## config.mk

```make
export PLATFORM = sky130hd
export DESIGN_NAME = video_line_scheduler
export DESIGN_NICKNAME = d
export VERILOG_FILES = /design/src/rtl/video_line_scheduler.sv
export SDC_FILE = /design/constraint.sdc
export NUM_CORES = 1
export LEC_CHECK = 0
export CAP_MARGIN = 10
export CELL_PAD_IN_SITES_DETAIL_PLACEMENT = 1
export CELL_PAD_IN_SITES_GLOBAL_PLACEMENT = 1
export CORE_UTILIZATION = 43
export CTS_BUF_LIST = sky130_fd_sc_hd__clkbuf_8 sky130_fd_sc_hd__clkbuf_16
export DETAILED_ROUTE_END_ITERATION = 8
export GPL_TIMING_DRIVEN = 0
export PLACE_DENSITY = 0.95
export SYNTH_ARGS = -nofsm -noshare
export SYNTH_HDL_FRONTEND = slang
export SYNTH_SLANG_ARGS = --single-unit
```

## constraint.sdc

```tcl
create_clock -name clk -period 9.9 [get_ports clk]
set_clock_uncertainty 0.05 [all_clocks]
set_input_delay 0.99 -clock clk [delete_from_list [all_inputs] [get_ports clk]]
set_output_delay 0.99 -clock clk [all_outputs]
set_load 0.02 [all_outputs]
```

## src/rtl/video_line_scheduler.sv

```systemverilog
// Double-buffered line render sequencer: one render request per output line into the
// hidden line-buffer half, scaled read addressing for the displayed half, underrun flagging.
module video_line_scheduler #(
    parameter int LINE_WIDTH = 640,
    parameter int NUM_LINES  = 480
) (
    input  logic        clk,
    input  logic        rst_n,
    input  logic        next_frame,
    input  logic        next_line,
    input  logic        next_pixel,
    input  logic        current_field,
    input  logic        interlace,
    input  logic [7:0]  hscale,
    input  logic [7:0]  vscale,
    input  logic [8:0]  irq_line,
    output logic        render_start,
    output logic [8:0]  render_line,
    output logic        render_buf,
    input  logic        render_done,
    output logic        lb_rd_buf,
    output logic [9:0]  lb_rd_addr,
    output logic        underrun,
    output logic        line_irq
);

    localparam logic [1:0] S_IDLE   = 2'd0;
    localparam logic [1:0] S_RENDER = 2'd1;
    localparam logic [1:0] S_DONE   = 2'd2;

    localparam logic [9:0] ADDR_MAX  = 10'(LINE_WIDTH - 1);
    localparam logic [9:0] LINES_LIM = 10'(NUM_LINES);

    logic [1:0]  state;
    logic [15:0] v_acc;
    logic [16:0] h_acc;

    logic        issue;
    logic [15:0] v_step;
    logic [15:0] v_next;
    logic [8:0]  next_line_num;
    logic        line_valid;
    logic [17:0] h_sum;
    logic [16:0] h_next;
    logic [9:0]  addr_raw;
    logic [9:0]  addr_clamped;

    always_comb begin
        issue  = next_line && ((state != S_IDLE) || next_frame);
        v_step = interlace ? {7'd0, vscale, 1'b0} : {8'd0, vscale};
        if (next_frame) begin
            v_next = (interlace && current_field) ? {8'd0, vscale} : '0;
        end else begin
            v_next = v_acc + v_step;
        end
        next_line_num = v_next[15:7];
        line_valid    = {1'b0, next_line_num} < LINES_LIM;

        // Accumulator pins at all-ones so the clamped address can never wrap back to 0.
        h_sum  = {1'b0, h_acc} + {10'd0, hscale};
        h_next = h_sum[17] ? '1 : h_sum[16:0];

        addr_raw     = h_acc[16:7];
        addr_clamped = (addr_raw > ADDR_MAX) ? ADDR_MAX : addr_raw;
    end

    always_ff @(posedge clk) begin
        if (!rst_n) begin
            state        <= S_IDLE;
            v_acc        <= '0;
            h_acc        <= '0;
            render_start <= 1'b0;
            render_line  <= '0;
            render_buf   <= 1'b0;
            lb_rd_buf    <= 1'b0;
            lb_rd_addr   <= '0;
            underrun     <= 1'b0;
            line_irq     <= 1'b0;
        end else begin
            render_start <= 1'b0;
            underrun     <= 1'b0;
            line_irq     <= 1'b0;

            if (next_line) begin
                h_acc <= '0;
            end else if (next_pixel) begin
                h_acc <= h_next;
            end
            lb_rd_addr <= addr_clamped;

            if (issue) begin
                underrun <= (state == S_RENDER) && !render_done;
                if (state != S_IDLE) begin
                    lb_rd_buf  <= ~lb_rd_buf;
                    render_buf <= lb_rd_buf;
                end else begin
                    render_buf <= ~lb_rd_buf;
                end
                v_acc <= v_next;
                if (line_valid) begin
                    render_line  <= next_line_num;
                    render_start <= 1'b1;
                    line_irq     <= (next_line_num == irq_line);
                    state        <= S_RENDER;
                end else begin
                    state <= S_DONE;
                end
            end else if ((state == S_RENDER) && render_done) begin
                state <= S_DONE;
            end
        end
    end

endmodule
```

# Word level (Yosys, flattened, before mapping)
# Cells that the tools add are included.
# totals
input_bits,33
word_cells,43
regBits,59
out_inout_bits,24
# op_classes
addsub,2
magnitude_cmp,2
eq_ne,2
bitwise,2
reduce_logical,14
n_mux,10
# op_table
operator,count
adder 17 x 8 -> 18 bit,1
two-way mux 17 bit,1
adder 16 x 9 -> 16 bit,1
two-way mux 16 bit,1
greater-than comparator 10 bit (second input constant),1
two-way mux 10 bit,1
== test 9 bit,1
less-than comparator 9 bit (second input constant),1
two-way mux 9 bit,1
two-way mux 8 bit,1
two-way mux 2 bit,3
AND reduction 2 bit,3
logical AND 1 bit,4
nonzero test 2 bit,2
OR reduction 2 bit,2
AND reduction 3 bit,1
== test 2 x 1 -> 1 bit (second input constant),1
two-way mux 1 bit,2
inverter 1 bit,2
zero test 1 bit,1
logical OR 1 bit,1

# Longest topological paths before layout
# logic_depth
depth_word,6
mapped_depth,14
depth_no_buf,12

# Worst setup path before layout
# Ideal clock, no wire load.
# synth_timing
path_type,input -> register
startpoint,input port interlace
endpoint,register render_line[0]
required_time_ps,9722
arrival_time_ps,3659
slack_ps,6063
setup_ps,128
path_buffers,2
path_stages,12
path_cell_list,clkbuf_1 -> mux2_2 -> ha_1 -> o211ai_2 -> o211ai_2 -> a41oi_2 -> or3_4 -> a21oi_4 -> a41o_1 -> buf_6 -> mux2i_1 -> nor2_1
# synth_via
elab_chain_cells,5
elab_cells_between_ends,7
classes_between,1 x add/sub; 1 x order compare; 3 x mux; 2 x reduce/logical
# synth_rtl
element,line,rtl
start: declaration,13,"input logic interlace,"
two-way mux 9 bit or logical AND 1 bit (tied branches),"50, 52",
adder 16 x 9 -> 16 bit or two-way mux 8 bit (tied branches),"54, 52",
two-way mux 16 bit (*),51,if (next_frame) begin
less-than comparator 9 bit,57,"line_valid = {1'b0, next_line_num} < LINES_LIM;"
AND reduction 2 bit (no source line),n/a,
end signal: assignment,101,render_line <= next_line_num;
end: declaration,18,"output logic [8:0] render_line,"
# Mark *: on every way between the ends. The rest lies on a longest branch, timed or not.
# A chain may end at the register's enable or synchronous reset.

# Final worst setup path
# layout_timing
startpoint,input port vscale[0]
endpoint,register render_line[2]
# layout_via
elab_chain_cells,5
# layout_rtl
element,line,rtl
start: declaration,15,"input logic [7:0] vscale,"
two-way mux 9 bit (*),50,"v_step = interlace ? {7'd0, vscale, 1'b0} : {8'd0, vscale};"
adder 16 x 9 -> 16 bit (*),54,v_next = v_acc + v_step;
two-way mux 16 bit (*),51,
less-than comparator 9 bit,57,
AND reduction 2 bit (no source line),n/a,
# Marked as above.

==> run summary <==
Vias in the first global route: 3,637
Fill count: 936
Critical path launch point: vscale[0]
Power consumption: 615.5 uW
Total Wirelength: 10,900 um
Worst-Margin Slew: 1.288 ns
Row cnt: 32
Most frequent cells in the layout: dfxtp_1, clkdlybuf4s50_1, nor2_1, a21oi_1, nand2_1
Average wire per standard cell: 18.89 um
Root Driver: clkbuf_8
# port buffers: 53
Fin nets: 522
Worst reg2reg setup slack: 6.41 ns
Worst Setup Path Type: in -> reg
Max VDD drop: 0.07990 mV
Remaining Overflow, GRT: 0
CTS clk-pin slew, worst paths: 0.08 ns
Max incr delay on CP: 0.51 ns
Setup Fix Bufs, Post-CTS: 0
Clk buf depth: 2
Die area: 8250 um^2
Top delay family on crit path: simple AND/OR/NAND/NOR gates
CTS Hold Bufs: 0
Placement Setup Slack: 5.204 ns
Startpoint Class: input port
Sequential share of the synthesized area: 0.3481
Commonest non-fill, non-tap cell in the layout: dfxtp_1
Final Util: 0.5540
CP Capture Type: flop
Starting density of the core: 0.4414
Asr flop ratio synth: 0
Worst Hold Depth: 2
Fmax: 224.4 MHz
Die W: 90.83 um
First-pass GRT wire length: 17,690 um
Post-synth top flop: dfxtp_1
Final setup viols: 0
Synth warn: 0
Setup ws final: 5.445 ns
Final worst-path cycle share: 0.4501
DR pass1 iterations: 5
Post-synthesis cell area: 3393 um^2
Number of buffers created by CTS: 9
Fin Setup TNS: 0 ns
Vias per cell: 5.887
# clock sinks: 59
Initial antenna violation count: 0
Clock insertion delay at the later pin of the skew report: 0.35 ns
Reg area: 1181 um^2
Count of boundary I/O pins: 57
HP Class: reg -> reg
Netlist cell types: 53
# diodes: 0
Initial DRC Count: 147
Syn_nets: 458
Synth Instances: 406
Core area: 7687 um^2
Largest net degree at the start of global routing: 14
Htree depth: 3
Avg Inst Size Synth: 8.358 um^2
Cells on worst reg2reg path: 12
Arrival time at the worst endpoint: 4.62 ns
Status: complete, no violations
Worst path cell trace: clkdlybuf4s50_1 > nor2b_1 > ha_1 > inv_1 > fa_1 > nand2b_1 > a21oi_1 > nand3_1 > nand4_1 > nor3b_1 > a41o_1 > buf_6 > mux2i_1 > nor2_1
PwrDens: 144.5 nW/um^2
Slew margin rel.: 0.1341
Post-synth EDFFs: 0
Period minus WS final: 4.456 ns
Seq cells post-synth: 59
RePlAce Congestion: 0.8500
Die Y: 90.83 um
Max-Cap Viols: 0
Hold Path End: v_acc[8]
Dpl hpwl: 7591 um
Residual DRC: 0
RSZ-0062 raised after global routing: false
Layout area overhead: 25.52%
TritonCTS clock tree: yes
Post-CTS resize count: 0
Hold_sp: v_acc[8]
RR Startpoint: v_acc[0]
Gr usage total: 0.2746
Via count: 3,397
CP max-delay cell: clkdlybuf4s50_1
Final Hold Fails: 0
Worst path bufs/invs: 3
Slew Limit Fails: 0
Worst Path Max Fanout: 8
Detail Route Antenna Nets: 0
Worst reg2reg endpoint: render_line[2]
Leakage Power: 0.001651 uW
Required time worst endpoint: 10.06 ns
Layout cell share with drive strength beyond 1: 0.07368
Multi-input gate area: 2077 um^2
## synthesized netlist by cell type, types with 8 or more instances
cell / instances / area share
a21oi_1: 37 / 0.055
and3_1: 9 / 0.017
clkbuf_1: 15 / 0.017
dfxtp_1: 59 / 0.35
ha_1: 17 / 0.063
inv_1: 15 / 0.017
mux2i_1: 8 / 0.024
nand2_1: 32 / 0.035
nand3_1: 10 / 0.015
nor2_1: 47 / 0.052
nor3_1: 10 / 0.015
o21ai_0: 29 / 0.043
xnor2_1: 17 / 0.044
xor2_1: 9 / 0.023
## flip-flops by register name, summed over array words and instances, names as in the netlist
signal	flops
render_start	1
state	2
underrun	1
render_line	9
render_buf	1
h_acc	17
lb_rd_addr	10
lb_rd_buf	1
v_acc	16
line_irq	1
## how the worst max path moves through the flow
| stage | endpoint | slack, ns | cells after the start |
|---|---|---|---|
| CTS | render_line[2] | 5.52 | 14 |
| global route | render_line[2] | 5.18 | 14 |
| detailed placement | render_line[2] | 5.20 | 14 |
| floorplan | render_line[0] | 6.06 | 12 |
| global placement | render_line[4] | 5.40 | 14 |
| finish | render_line[2] | 5.44 | 14 |
## cell type report
| class | count | area share |
|---|---|---|
| Clock buffer | 9 | 0.02908 |
| Timing Repair Buffer | 53 | 0.1246 |
| Multi-Input combinational cell | 313 | 0.4877 |
| Tap cell | 102 | 0.02996 |
| Sequential cell | 59 | 0.2773 |
| Inverter | 16 | 0.01410 |
| Clock inverter | 7 | 0.01968 |
| Buffer | 18 | 0.01763 |
## cell families after synthesis
kind of cell	Yosys count	synth area share
AND/OR/NAND/NOR	138	0.1951
AO/OA/AOI/OAI	115	0.2253
flip-flops	59	0.3481
buffers and inverters	34	0.03982
XOR/XNOR	27	0.07375
adder cells (fa/ha/maj)	19	0.07448
multiplexers	14	0.04351
## worst reg2reg max path, cell delays in order (launching register included)
cell and delay [ns]:
dfxtp_1 0.35, ha_1 0.20, inv_1 0.07, fa_1 0.39, nand2b_1 0.18, a21oi_1 0.48, nand3_1 0.25, nand4_1 0.15
nor3b_1 0.51, a41o_1 0.28, buf_6 0.18, mux2i_1 0.23, nor2_1 0.07
## per-layer routing
layer  up-vias  routed length (um)  GRT usage
met5         -                   0          0
met4         0                 301     0.1243
met3        28                 549    0.05219
met2       109                5526     0.4987
met1      1674                4522     0.3086
li1       1586                   -          -
## per-stage QoR
| stage | hold slack (ns) | area, um^2 | instances |
|---|---|---|---|
| after global placement | 0.3973 | 4051 | 561 |
| final | 0.4312 | 4259 | 577 |
| after global routing | 0.4587 | 4259 | 577 |
| after floorplan | 0.3906 | 3393 | 406 |
| after detailed placement | 0.4181 | 4051 | 561 |
| after CTS | 0.4287 | 4259 | 577 |
## report_power, final
group	switching (uW)	total, uW	internal [uW]
Clock	117	238	121
Combinational	70.9	125	54.3
Sequential	6.31	252	246
Total	194	615	421
Note: power is estimated with default switching activity, not from simulation.
